==> config.mk <==
export PLATFORM = sky130hd
export DESIGN_NAME = wb_daq_dac_unpack_flat
export DESIGN_NICKNAME = d
export VERILOG_FILES = /design/src/rtl/daq_pkg.sv /design/src/rtl/wb_daq_dac_unpack_if.sv /design/src/rtl/daq_lane_mux.sv /design/src/rtl/wb_daq_dac_unpack.sv /design/src/flat_wrapper.sv
export SDC_FILE = /design/constraint.sdc
export NUM_CORES = 1
export LEC_CHECK = 0
export BUFFER_PORTS_ARGS = -buffer_cell sky130_fd_sc_hd__buf_2
export CAP_MARGIN = 10
export CORE_MARGIN = 4
export CORE_UTILIZATION = 50
export DETAILED_ROUTE_END_ITERATION = 16
export PLACE_DENSITY = 0.73
export SKIP_CTS_REPAIR_TIMING = 1
export SLEW_MARGIN = 10
export SYNTH_ARGS = -nofsm -noshare
export SYNTH_HDL_FRONTEND = slang
export SYNTH_SLANG_ARGS = --single-unit
==> constraint.sdc <==
create_clock -name wb_clk -period 2.7 [get_ports wb_clk]
set_input_delay 0.27 -clock wb_clk [delete_from_list [all_inputs] [get_ports wb_clk]]
set_output_delay 0.27 -clock wb_clk [all_outputs]
set_load 0.01 [all_outputs]
==> src/rtl/daq_pkg.sv <==
// Shared definitions for the DAQ playback (DAC) path: fetch FSM encoding and
// lane/index width derivation used by the unpacker and its lane mux.
package daq_pkg;

    typedef enum logic [1:0] {
        FETCH_IDLE = 2'd0,
        FETCH_REQ  = 2'd1,
        FETCH_CAPT = 2'd2
    } fetch_state_e;

    localparam int DW_DEFAULT     = 32;
    localparam int DAC_DW_DEFAULT = 8;

    // Number of DAC samples packed in one FIFO word.
    function automatic int lanes_f(input int dw, input int dac_dw);
        return dw / dac_dw;
    endfunction

    // Lane index width; a single-lane build still keeps a 1-bit index.
    function automatic int idx_width_f(input int lanes);
        return (lanes > 1) ? $clog2(lanes) : 1;
    endfunction

    localparam int LANES_DEFAULT = lanes_f(DW_DEFAULT, DAC_DW_DEFAULT);

endpackage

==> src/rtl/wb_daq_dac_unpack_if.sv <==
// Bus bundle between the playback FIFO / DAC pacing side and the unpacker.
// master drives FIFO status, data and requests; slave is the unpacker.
interface wb_daq_dac_unpack_if #(
    parameter int dw     = 32,
    parameter int dac_dw = 8
);
    logic              enable;
    logic              sample_req;
    logic              fifo_empty;
    logic [dw-1:0]     fifo_data_in;
    logic              fifo_pop;
    logic [dac_dw-1:0] data_out;
    logic              data_valid;
    logic              underrun;

    modport master (
        output enable, sample_req, fifo_empty, fifo_data_in,
        input  fifo_pop, data_out, data_valid, underrun
    );

    modport slave (
        input  enable, sample_req, fifo_empty, fifo_data_in,
        output fifo_pop, data_out, data_valid, underrun
    );
endinterface

==> src/rtl/daq_lane_mux.sv <==
// Combinational lane select: picks sample idx (LSB lane first) out of a packed word.
module daq_lane_mux
    import daq_pkg::*;
#(
    parameter int dw     = 32,
    parameter int dac_dw = 8,
    parameter int idx_w  = 2
) (
    input  logic [dw-1:0]     word,
    input  logic [idx_w-1:0]  idx,
    output logic [dac_dw-1:0] sample
);
    localparam int LANES = lanes_f(dw, dac_dw);

    logic [dac_dw-1:0] lane_s [LANES];

    for (genvar g = 0; g < LANES; g++) begin : g_lane
        assign lane_s[g] = word[g*dac_dw +: dac_dw];
    end

    assign sample = lane_s[idx];
endmodule

==> src/rtl/wb_daq_dac_unpack.sv <==
// Playback unpacker: fetches packed words from the FIFO (one pop in flight, one
// prefetch word) and hands out one DAC sample per sample_req, LSB lane first.
module wb_daq_dac_unpack
    import daq_pkg::*;
#(
    parameter int dw     = 32,
    parameter int dac_dw = 8
) (
    input  logic                  wb_clk,
    input  logic                  wb_rst,
    wb_daq_dac_unpack_if.slave    bus
);
    localparam int               LANES    = lanes_f(dw, dac_dw);
    localparam int               IDX_W    = idx_width_f(LANES);
    localparam logic [IDX_W-1:0] LAST_IDX = IDX_W'(LANES - 1);

    fetch_state_e      state_r;
    logic [dw-1:0]     cur_r;
    logic [dw-1:0]     nxt_r;
    logic              cur_v_r;
    logic              nxt_v_r;
    logic [IDX_W-1:0]  idx_r;
    logic              fifo_pop_r;
    logic [dac_dw-1:0] data_out_r;
    logic              data_valid_r;
    logic              underrun_r;
    logic              enable_d_r;

    logic [dac_dw-1:0] lane_sample_s;
    logic              serve_s;
    logic              consume_last_s;
    logic              capture_s;
    logic              cur_v_next_s;
    logic              nxt_v_next_s;
    logic              fetch_ok_s;

    daq_lane_mux #(
        .dw     (dw),
        .dac_dw (dac_dw),
        .idx_w  (IDX_W)
    ) u_lane_mux (
        .word   (cur_r),
        .idx    (idx_r),
        .sample (lane_sample_s)
    );

    // Serve/capture decode and post-edge occupancy; a new fetch only starts if a slot is free after this edge.
    always_comb begin
        serve_s        = bus.enable & bus.sample_req & cur_v_r;
        consume_last_s = serve_s & (idx_r == LAST_IDX);
        capture_s      = bus.enable & (state_r == FETCH_CAPT);
        cur_v_next_s   = cur_v_r;
        nxt_v_next_s   = nxt_v_r;
        if (consume_last_s) begin
            cur_v_next_s = nxt_v_r | capture_s;
            nxt_v_next_s = nxt_v_r & capture_s;
        end else if (capture_s) begin
            if (cur_v_r) begin
                nxt_v_next_s = 1'b1;
            end else begin
                cur_v_next_s = 1'b1;
            end
        end else begin
            cur_v_next_s = cur_v_r;
            nxt_v_next_s = nxt_v_r;
        end
        fetch_ok_s = bus.enable & ~bus.fifo_empty & ~(cur_v_next_s & nxt_v_next_s);
    end

    // Fetch FSM with registered FIFO pop strobe.
    always_ff @(posedge wb_clk or posedge wb_rst) begin
        if (wb_rst) begin
            state_r    <= FETCH_IDLE;
            fifo_pop_r <= 1'b0;
        end else begin
            case (state_r)
                FETCH_IDLE, FETCH_CAPT: begin
                    if (fetch_ok_s) begin
                        state_r    <= FETCH_REQ;
                        fifo_pop_r <= 1'b1;
                    end else begin
                        state_r    <= FETCH_IDLE;
                        fifo_pop_r <= 1'b0;
                    end
                end
                FETCH_REQ: begin
                    // The pop has already gone out; if disabled its data is simply never captured.
                    state_r    <= bus.enable ? FETCH_CAPT : FETCH_IDLE;
                    fifo_pop_r <= 1'b0;
                end
                default: begin
                    state_r    <= FETCH_IDLE;
                    fifo_pop_r <= 1'b0;
                end
            endcase
        end
    end

    // Word registers and lane index; a last-lane consume and a capture in one cycle both land.
    always_ff @(posedge wb_clk or posedge wb_rst) begin
        if (wb_rst) begin
            cur_r   <= '0;
            nxt_r   <= '0;
            cur_v_r <= 1'b0;
            nxt_v_r <= 1'b0;
            idx_r   <= '0;
        end else if (!bus.enable) begin
            cur_v_r <= 1'b0;
            nxt_v_r <= 1'b0;
            idx_r   <= '0;
        end else begin
            cur_v_r <= cur_v_next_s;
            nxt_v_r <= nxt_v_next_s;
            if (consume_last_s) begin
                idx_r <= '0;
                cur_r <= nxt_v_r ? nxt_r : bus.fifo_data_in;
                nxt_r <= bus.fifo_data_in;
            end else begin
                if (serve_s) begin
                    idx_r <= idx_r + IDX_W'(1);
                end
                if (capture_s) begin
                    if (cur_v_r) begin
                        nxt_r <= bus.fifo_data_in;
                    end else begin
                        cur_r <= bus.fifo_data_in;
                    end
                end
            end
        end
    end

    // Sample output, valid pulse and sticky underrun (cleared on enable falling).
    always_ff @(posedge wb_clk or posedge wb_rst) begin
        if (wb_rst) begin
            data_out_r   <= '0;
            data_valid_r <= 1'b0;
            underrun_r   <= 1'b0;
            enable_d_r   <= 1'b0;
        end else begin
            enable_d_r   <= bus.enable;
            data_valid_r <= serve_s;
            if (serve_s) begin
                data_out_r <= lane_sample_s;
            end
            if (enable_d_r & ~bus.enable) begin
                underrun_r <= 1'b0;
            end else if (bus.enable & bus.sample_req & ~cur_v_r) begin
                underrun_r <= 1'b1;
            end
        end
    end

    assign bus.fifo_pop   = fifo_pop_r;
    assign bus.data_out   = data_out_r;
    assign bus.data_valid = data_valid_r;
    assign bus.underrun   = underrun_r;
endmodule

==> src/flat_wrapper.sv <==
// flat-port wrapper written by rule: the top's interface ports become plain ports
module wb_daq_dac_unpack_flat import daq_pkg::*;
#(
    parameter int dw     = 32,
    parameter int dac_dw = 8
)
  (wb_clk, wb_rst, bus_enable, bus_sample_req, bus_fifo_empty, bus_fifo_data_in, bus_fifo_pop, bus_data_out, bus_data_valid, bus_underrun);
  wb_daq_dac_unpack_if #(.dw(dw), .dac_dw(dac_dw)) bus_i ();
  input  logic wb_clk;
  input  logic wb_rst;
  input wire logic [$bits(bus_i.enable)-1:0] bus_enable;
  input wire logic [$bits(bus_i.sample_req)-1:0] bus_sample_req;
  input wire logic [$bits(bus_i.fifo_empty)-1:0] bus_fifo_empty;
  input wire logic [$bits(bus_i.fifo_data_in)-1:0] bus_fifo_data_in;
  output wire logic [$bits(bus_i.fifo_pop)-1:0] bus_fifo_pop;
  output wire logic [$bits(bus_i.data_out)-1:0] bus_data_out;
  output wire logic [$bits(bus_i.data_valid)-1:0] bus_data_valid;
  output wire logic [$bits(bus_i.underrun)-1:0] bus_underrun;
  assign bus_i.enable = bus_enable;
  assign bus_i.sample_req = bus_sample_req;
  assign bus_i.fifo_empty = bus_fifo_empty;
  assign bus_i.fifo_data_in = bus_fifo_data_in;
  assign bus_fifo_pop = bus_i.fifo_pop;
  assign bus_data_out = bus_i.data_out;
  assign bus_data_valid = bus_i.data_valid;
  assign bus_underrun = bus_i.underrun;
  wb_daq_dac_unpack #(.dw(dw), .dac_dw(dac_dw)) u_core (.wb_clk(wb_clk), .wb_rst(wb_rst), .bus(bus_i));
endmodule
==> results.yml, run 1 <==
global_route:
  grt_max_degree: 65
  grt_overflow_total: 0
  antenna_found_initial: 0
  grt_pass1_wl_um: 14000
  grt_pass1_vias: 2712
  track_usage: 0.205
timing:
  finalHoldViolations: 0
  worst_slew_pin_slew_ns: 1.12
  relSlewSlack: 0.250
  setup_viol: 0
  finalSetupTns_ns: 0
  final.setup_skew_ns: 0.00784
  min_period_ns: 2.14
  drv_slew: 0
  finalCritPeriodShare: 0.793
  fmax_mhz: 467
  rsz0062_at_grt: "false"
yosys:
  synth_area_leader_cell: "dfrtp_1"
  synth_edf_count: 0
  yosys-top-cells-count: "dfrtp_1 (82), o21ai_0 (37), nand3_1 (34)"
  synth_top_area_frac: 0.544
  synth_most_common_cell: "dfrtp_1"
  synth_area_mm2: 0.00377
  yosysUniqueCellTypes: 30
  ys_ff_latch: 82
  postSynthAreaPerCell_um2: 11.5
  synth-main-ff-cell: "dfrtp_1"
  synthCells: 329
  yosysSeqAreaShare: 0.544
  synthTopCellsByArea: "dfrtp_1 (54%), mux2_2 (7.2%), a31oi_1 (5.3%), o21ai_0 (4.9%), mux2_1 (4.8%)"
  yosysWarnings: 0
  syn-num-nets: 367
  synth_async_sr_flop_share: 1.00
place:
  portBuffers: 47
  place.gp.congestion: 0.806
  place.detailed.hpwl_um: 5450
  place_inst: 452
  dpl_cell_area_mm2: 0.00405
routing:
  detail-route-antenna-nets: 0
  drt-total-wl_um: 8430
  drtIter0Drc: 180
  drt_first_pass_iters: 5
  dr_total_vias: 2821
  drc: 0
  viasPerCell: 6.03
  wl_per_cell_um: 18.0
power_and_ir_drop:
  power.total_mw: 3.11
  p_per_area_mw_per_mm2: 724
  ir_drop_uv: 300
  leakage_nw: 1.87
critical_path:
  startpoint_type: "register"
  end_kind: "register"
  r2r_slack_ns: 0.56
  path_cells: "ha_1 > and4_2 > or2_1 > a31oi_1"
  cp.buffers_inverters: 0
  worst_path_max_delay_cell: "or2_1"
  max_stage_delay_ns: 0.85
  worstSetupPathType: "reg -> reg"
  cp_max_fo: 32
  cp.arrival_ns: 2.32
  reg2reg_from: "u_core.idx_r[0]$_DFFE_PP0P_"
  critPathRequiredTime_ns: 2.88
  reg2reg_depth: 4
  crit_family: "simple AND/OR/NAND/NOR gates"
  r2r_end: "u_core.cur_r[4]$_DFFE_PP0P_"
worst_hold_path:
  min_to: "u_core.nxt_r[9]$_DFFE_PP0P_"
  min_path_cells: 2
  hold_start: "bus_fifo_data_in[9]"
  hold_path_class: "in -> reg"
cts:
  clk_latency_ns: 0.36
  cts_tree: "built"
  clk_path_buf_depth: 2
  cts_sinks: 82
  clk_pin_slew_ns: 0.08
  cts_max_level: 3
  root_buffer: "clkbuf_8"
  cts_buffers: 9
floorplan:
  start_util: 0.517
  die_area_mm2: 0.00900
  pin_count: 48
  die_height_um: 94.8
  die_w_um: 94.8
  num_rows: 31
  core_mm2: 0.00729
layout:
  diodes: 0
  areaGrowthSynthToFinish_pct: 13.7
  fin_area_mm2: 0.00429
  final_net_count: 403
  fin_util: 0.588
  fin_cells: 468
  drive_above_1_share: 0.295
flow_run:
  drv_cap: 0
outcome:
  status: "finished, final reports clean"
[worst register-to-register path, stage by stage, from the launching register on]
cell and delay (ns):
dfrtp_1 0.38, ha_1 0.26, and4_2 0.26, or2_1 0.85, a31oi_1 0.21
[through the flow]
| stage | setup slack, ns | hold slack (ns) |
|---|---|---|
| after detailed placement | 0.596 | 0.283 |
| final | 0.559 | 0.144 |
| after global routing | 0.383 | 0.143 |
| after global placement | 0.670 | 0.278 |
| after floorplan | 0.322 | 0.301 |
| after CTS | 0.568 | -0.107 |
[cell families after synthesis]
kind of cell / synth area share
AO/OA/AOI/OAI: 0.117
XOR/XNOR: 0.00232
adder cells (fa/ha/maj): 0.00332
buffers and inverters: 0.0521
flip-flops: 0.544
multiplexers: 0.167
AND/OR/NAND/NOR: 0.113
[layer usage]
layer	routed length (um)	track usage
met1	3860	0.308
met2	3890	0.288
met3	471	0.0367
met4	208	0.0962
met5	0	0
[worst max-delay path by stage]
stage,startpoint,to,slack (ns),depth (start not counted)
floorplan,wb_rst,u_core.bus.data_out[0]$_DFFE_PP0P_,0.32,1
global placement,u_core.idx_r[0]$_DFFE_PP0P_,u_core.cur_r[18]$_DFFE_PP0P_,0.67,4
global route,u_core.idx_r[0]$_DFFE_PP0P_,u_core.cur_r[4]$_DFFE_PP0P_,0.38,4
finish,u_core.idx_r[0]$_DFFE_PP0P_,u_core.cur_r[4]$_DFFE_PP0P_,0.56,4
detailed placement,u_core.idx_r[0]$_DFFE_PP0P_,u_core.cur_r[4]$_DFFE_PP0P_,0.60,4
CTS,u_core.idx_r[0]$_DFFE_PP0P_,u_core.cur_r[4]$_DFFE_PP0P_,0.57,4
[power by group]
| part | switching (mW) | leakage (nW) | internal, mW | total, mW |
|---|---|---|---|---|
| registers | 0.146 | 1.04 | 1.46 | 1.61 |
| clock network | 0.445 | 0.116 | 0.568 | 1.01 |
| logic | 0.211 | 0.721 | 0.275 | 0.486 |
[final cells by class]
cell class	instances	area (um^2)
clock inverters	4	73.8
flip-flops and latches	82	2050
multi-input cells	210	1550
repair buffers	59	328
clock buffers	11	151
inverters	3	12.5
well taps	99	124
fillers	643	3000
[flip-flops by register name (all words and copies together), names as in the netlist, 2 cells and up]
register / flops
u_core.idx_r: 2
u_core.bus.data_out: 8
u_core.cur_r: 32
u_core.nxt_r: 32
u_core.state_r: 2
[layout by cell type, fill, tap and decap left out, types with 2 or more instances in the layout]
master      n
clkbuf_8   11
buf_4      11
mux4_2      8
a31oi_1    32
nor2b_1     2
clkinv_2    2
mux2_1     16
nand2_1     7
mux2_2     24
o21ai_0    37
bufinv_16   2
a21oi_1     2
nand3_1    34
nor3_1     32
a21boi_0    3
dfrtp_1    82
buf_2      47
inv_1       2
(Power assumes the default switching activity.)
==> run 2, diff against run 1 <==
--- a/config.mk
+++ b/config.mk
@@ -10,7 +10,7 @@
 export CORE_MARGIN = 4
 export CORE_UTILIZATION = 50
 export DETAILED_ROUTE_END_ITERATION = 16
-export PLACE_DENSITY = 0.73
+export PLACE_DENSITY = 0.76
 export SKIP_CTS_REPAIR_TIMING = 1
 export SLEW_MARGIN = 10
 export SYNTH_ARGS = -nofsm -noshare
==> constraint.sdc (replaced) <==
create_clock -name wb_clk -period 1.75 [get_ports wb_clk]
set_input_delay 0.175 -clock wb_clk [delete_from_list [all_inputs] [get_ports wb_clk]]
set_output_delay 0.175 -clock wb_clk [all_outputs]
set_load 0.01 [all_outputs]
==> run 2 against run 1 <==
Against the previous run: sequential power grew 55%; combinational power grew 62%; clock-buffer cell count shrank 1; clock power grew 40%; core utilization grew 1.8 points; flip-flop and latch count is the same; global-route usage grew 0.40 points; register-to-register slack lost 0.45 ns; worst hold slack lost 0.096 ns; final area grew 3.1%; critical path type unchanged; largest cell class unchanged; largest power group unchanged; highest routed layer unchanged.
==> results.yml, run 2 (synthesis gave the netlist of run 1 again) <==
outcome:
  status: "finished, final reports clean"
layout:
  final_common_cell: "dfrtp_1"
  diodes: 0
  drive_above_1_share: 0.323
  final_net_count: 411
  areaGrowthSynthToFinish_pct: 17.2
  mostFrequentLayoutCells: "dfrtp_1 (82), buf_2 (47), o21ai_0 (37)"
place:
  place.detailed.hpwl_um: 5850
  place.gp.congestion: 0.830
  portBuffers: 47
  place_ws_ns: 0.0792
routing:
  detail-route-antenna-nets: 0
  drtIter0Drc: 197
  drt-total-wl_um: 8570
  dr_total_vias: 2864
  drt_first_pass_iters: 4
  viasPerCell: 6.00
  wl_per_cell_um: 18.0
  drc: 0
timing:
  min_period_ns: 1.65
  finalHoldViolations: 0
  fmax_mhz: 608
  setup_viol: 0
  setup_ws_ns: 0.104
  finalCritPeriodShare: 0.940
  worst_slew_pin_slew_ns: 0.412
  relSlewSlack: 0.725
  final.setup_skew_ns: 0.0148
  drv_slew: 0
cts:
  root_buffer: "clkbuf_8"
  cts_sinks: 82
  clk_path_buf_depth: 2
  clk_latency_ns: 0.36
  cts_tree: "built"
  cts_max_level: 3
  cts_buffers: 9
  clk_pin_slew_ns: 0.09
floorplan:
  core_mm2: 0.00729
  die_area_mm2: 0.00900
  num_rows: 31
  die_height_um: 94.8
  pin_count: 48
  die_w_um: 94.8
  start_util: 0.517
power_and_ir_drop:
  leakage_nw: 1.92
  power.total_mw: 4.68
  ir_drop_uv: 424
  p_per_area_mw_per_mm2: 1060
global_route:
  track_usage: 0.209
  grt_max_degree: 55
  grt_overflow_total: 0
  grt_pass1_wl_um: 14200
  antenna_found_initial: 0
  grt_pass1_vias: 2824
critical_path:
  r2r_slack_ns: 0.10
  reg2reg_depth: 5
  reg2reg_from: "u_core.idx_r[0]$_DFFE_PP0P_"
  worstSetupPathType: "reg -> reg"
  cp.arrival_ns: 1.91
  r2r_end: "u_core.cur_r[15]$_DFFE_PP0P_"
  critPathRequiredTime_ns: 2.02
  end_kind: "register"
  cp_max_fo: 21
  startpoint_type: "register"
flow_run:
  drv_cap: 0
worst_hold_path:
  hold_start: "bus_fifo_data_in[9]"
  min_to: "u_core.nxt_r[9]$_DFFE_PP0P_"
  hold_path_class: "in -> reg"
  min_path_cells: 2
==> run 2: worst max path at each step <==
stage / start / to / cells past startpoint
after floorplan: u_core.idx_r[0]$_DFFE_PP0P_ / u_core.nxt_r[11]$_DFFE_PP0P_ / 5
after global placement: u_core.idx_r[0]$_DFFE_PP0P_ / u_core.cur_r[4]$_DFFE_PP0P_ / 5
after detailed placement: u_core.idx_r[0]$_DFFE_PP0P_ / u_core.cur_r[30]$_DFFE_PP0P_ / 5
after CTS: u_core.idx_r[0]$_DFFE_PP0P_ / u_core.cur_r[30]$_DFFE_PP0P_ / 5
after global routing: u_core.idx_r[0]$_DFFE_PP0P_ / u_core.cur_r[0]$_DFFE_PP0P_ / 5
final: u_core.idx_r[0]$_DFFE_PP0P_ / u_core.cur_r[15]$_DFFE_PP0P_ / 5
==> run 2: critical path, stage by stage, from the launching register on <==
cell and delay, ns:
dfrtp_1 0.39, ha_1 0.26, and4_2 0.29, or2_1 0.27, buf_6 0.19, a31oi_1 0.17
==> run 2: stage by stage <==
stage / TNS [ns] / cell area [um^2] / std cells / utilization / hold WS [ns]
3_5_place_dp: 0 / 4180 / 460 / 0.573 / 0.200
2_1_floorplan: 0 / 3770 / 329 / - / 0.206
3_3_place_gp: 0 / 4180 / 460 / 0.573 / 0.199
4_1_cts: 0 / 4380 / 476 / 0.601 / -0.187
6_report: 0 / 4420 / 477 / 0.606 / 0.0471
5_1_grt: -0.00367 / 4420 / 477 / 0.606 / 0.0410
==> run 2: routing by layer <==
layer  vias up  global-route usage  wire (um)
met5         -                   0          0
met4         0               0.112        280
met1      1428               0.290       3820
li1       1308                   -          -
met2       108               0.316       3990
met3        20              0.0335        483
==> run 2: where the power goes <==
group | leakage (nW) | internal [mW] | switching (mW)
clock | 0.103 | 0.701 | 0.708
combinational | 0.783 | 0.444 | 0.343
sequential | 1.04 | 2.25 | 0.232
==> run 2: final cells by class <==
type | count | area, um^2
well taps | 99 | 124
multi-input cells | 210 | 1570
repair buffers | 67 | 454
clock buffers | 10 | 138
clock inverters | 6 | 65.1
inverters | 3 | 15.0
flip-flops and latches | 82 | 2050
fillers | 637 | 2870
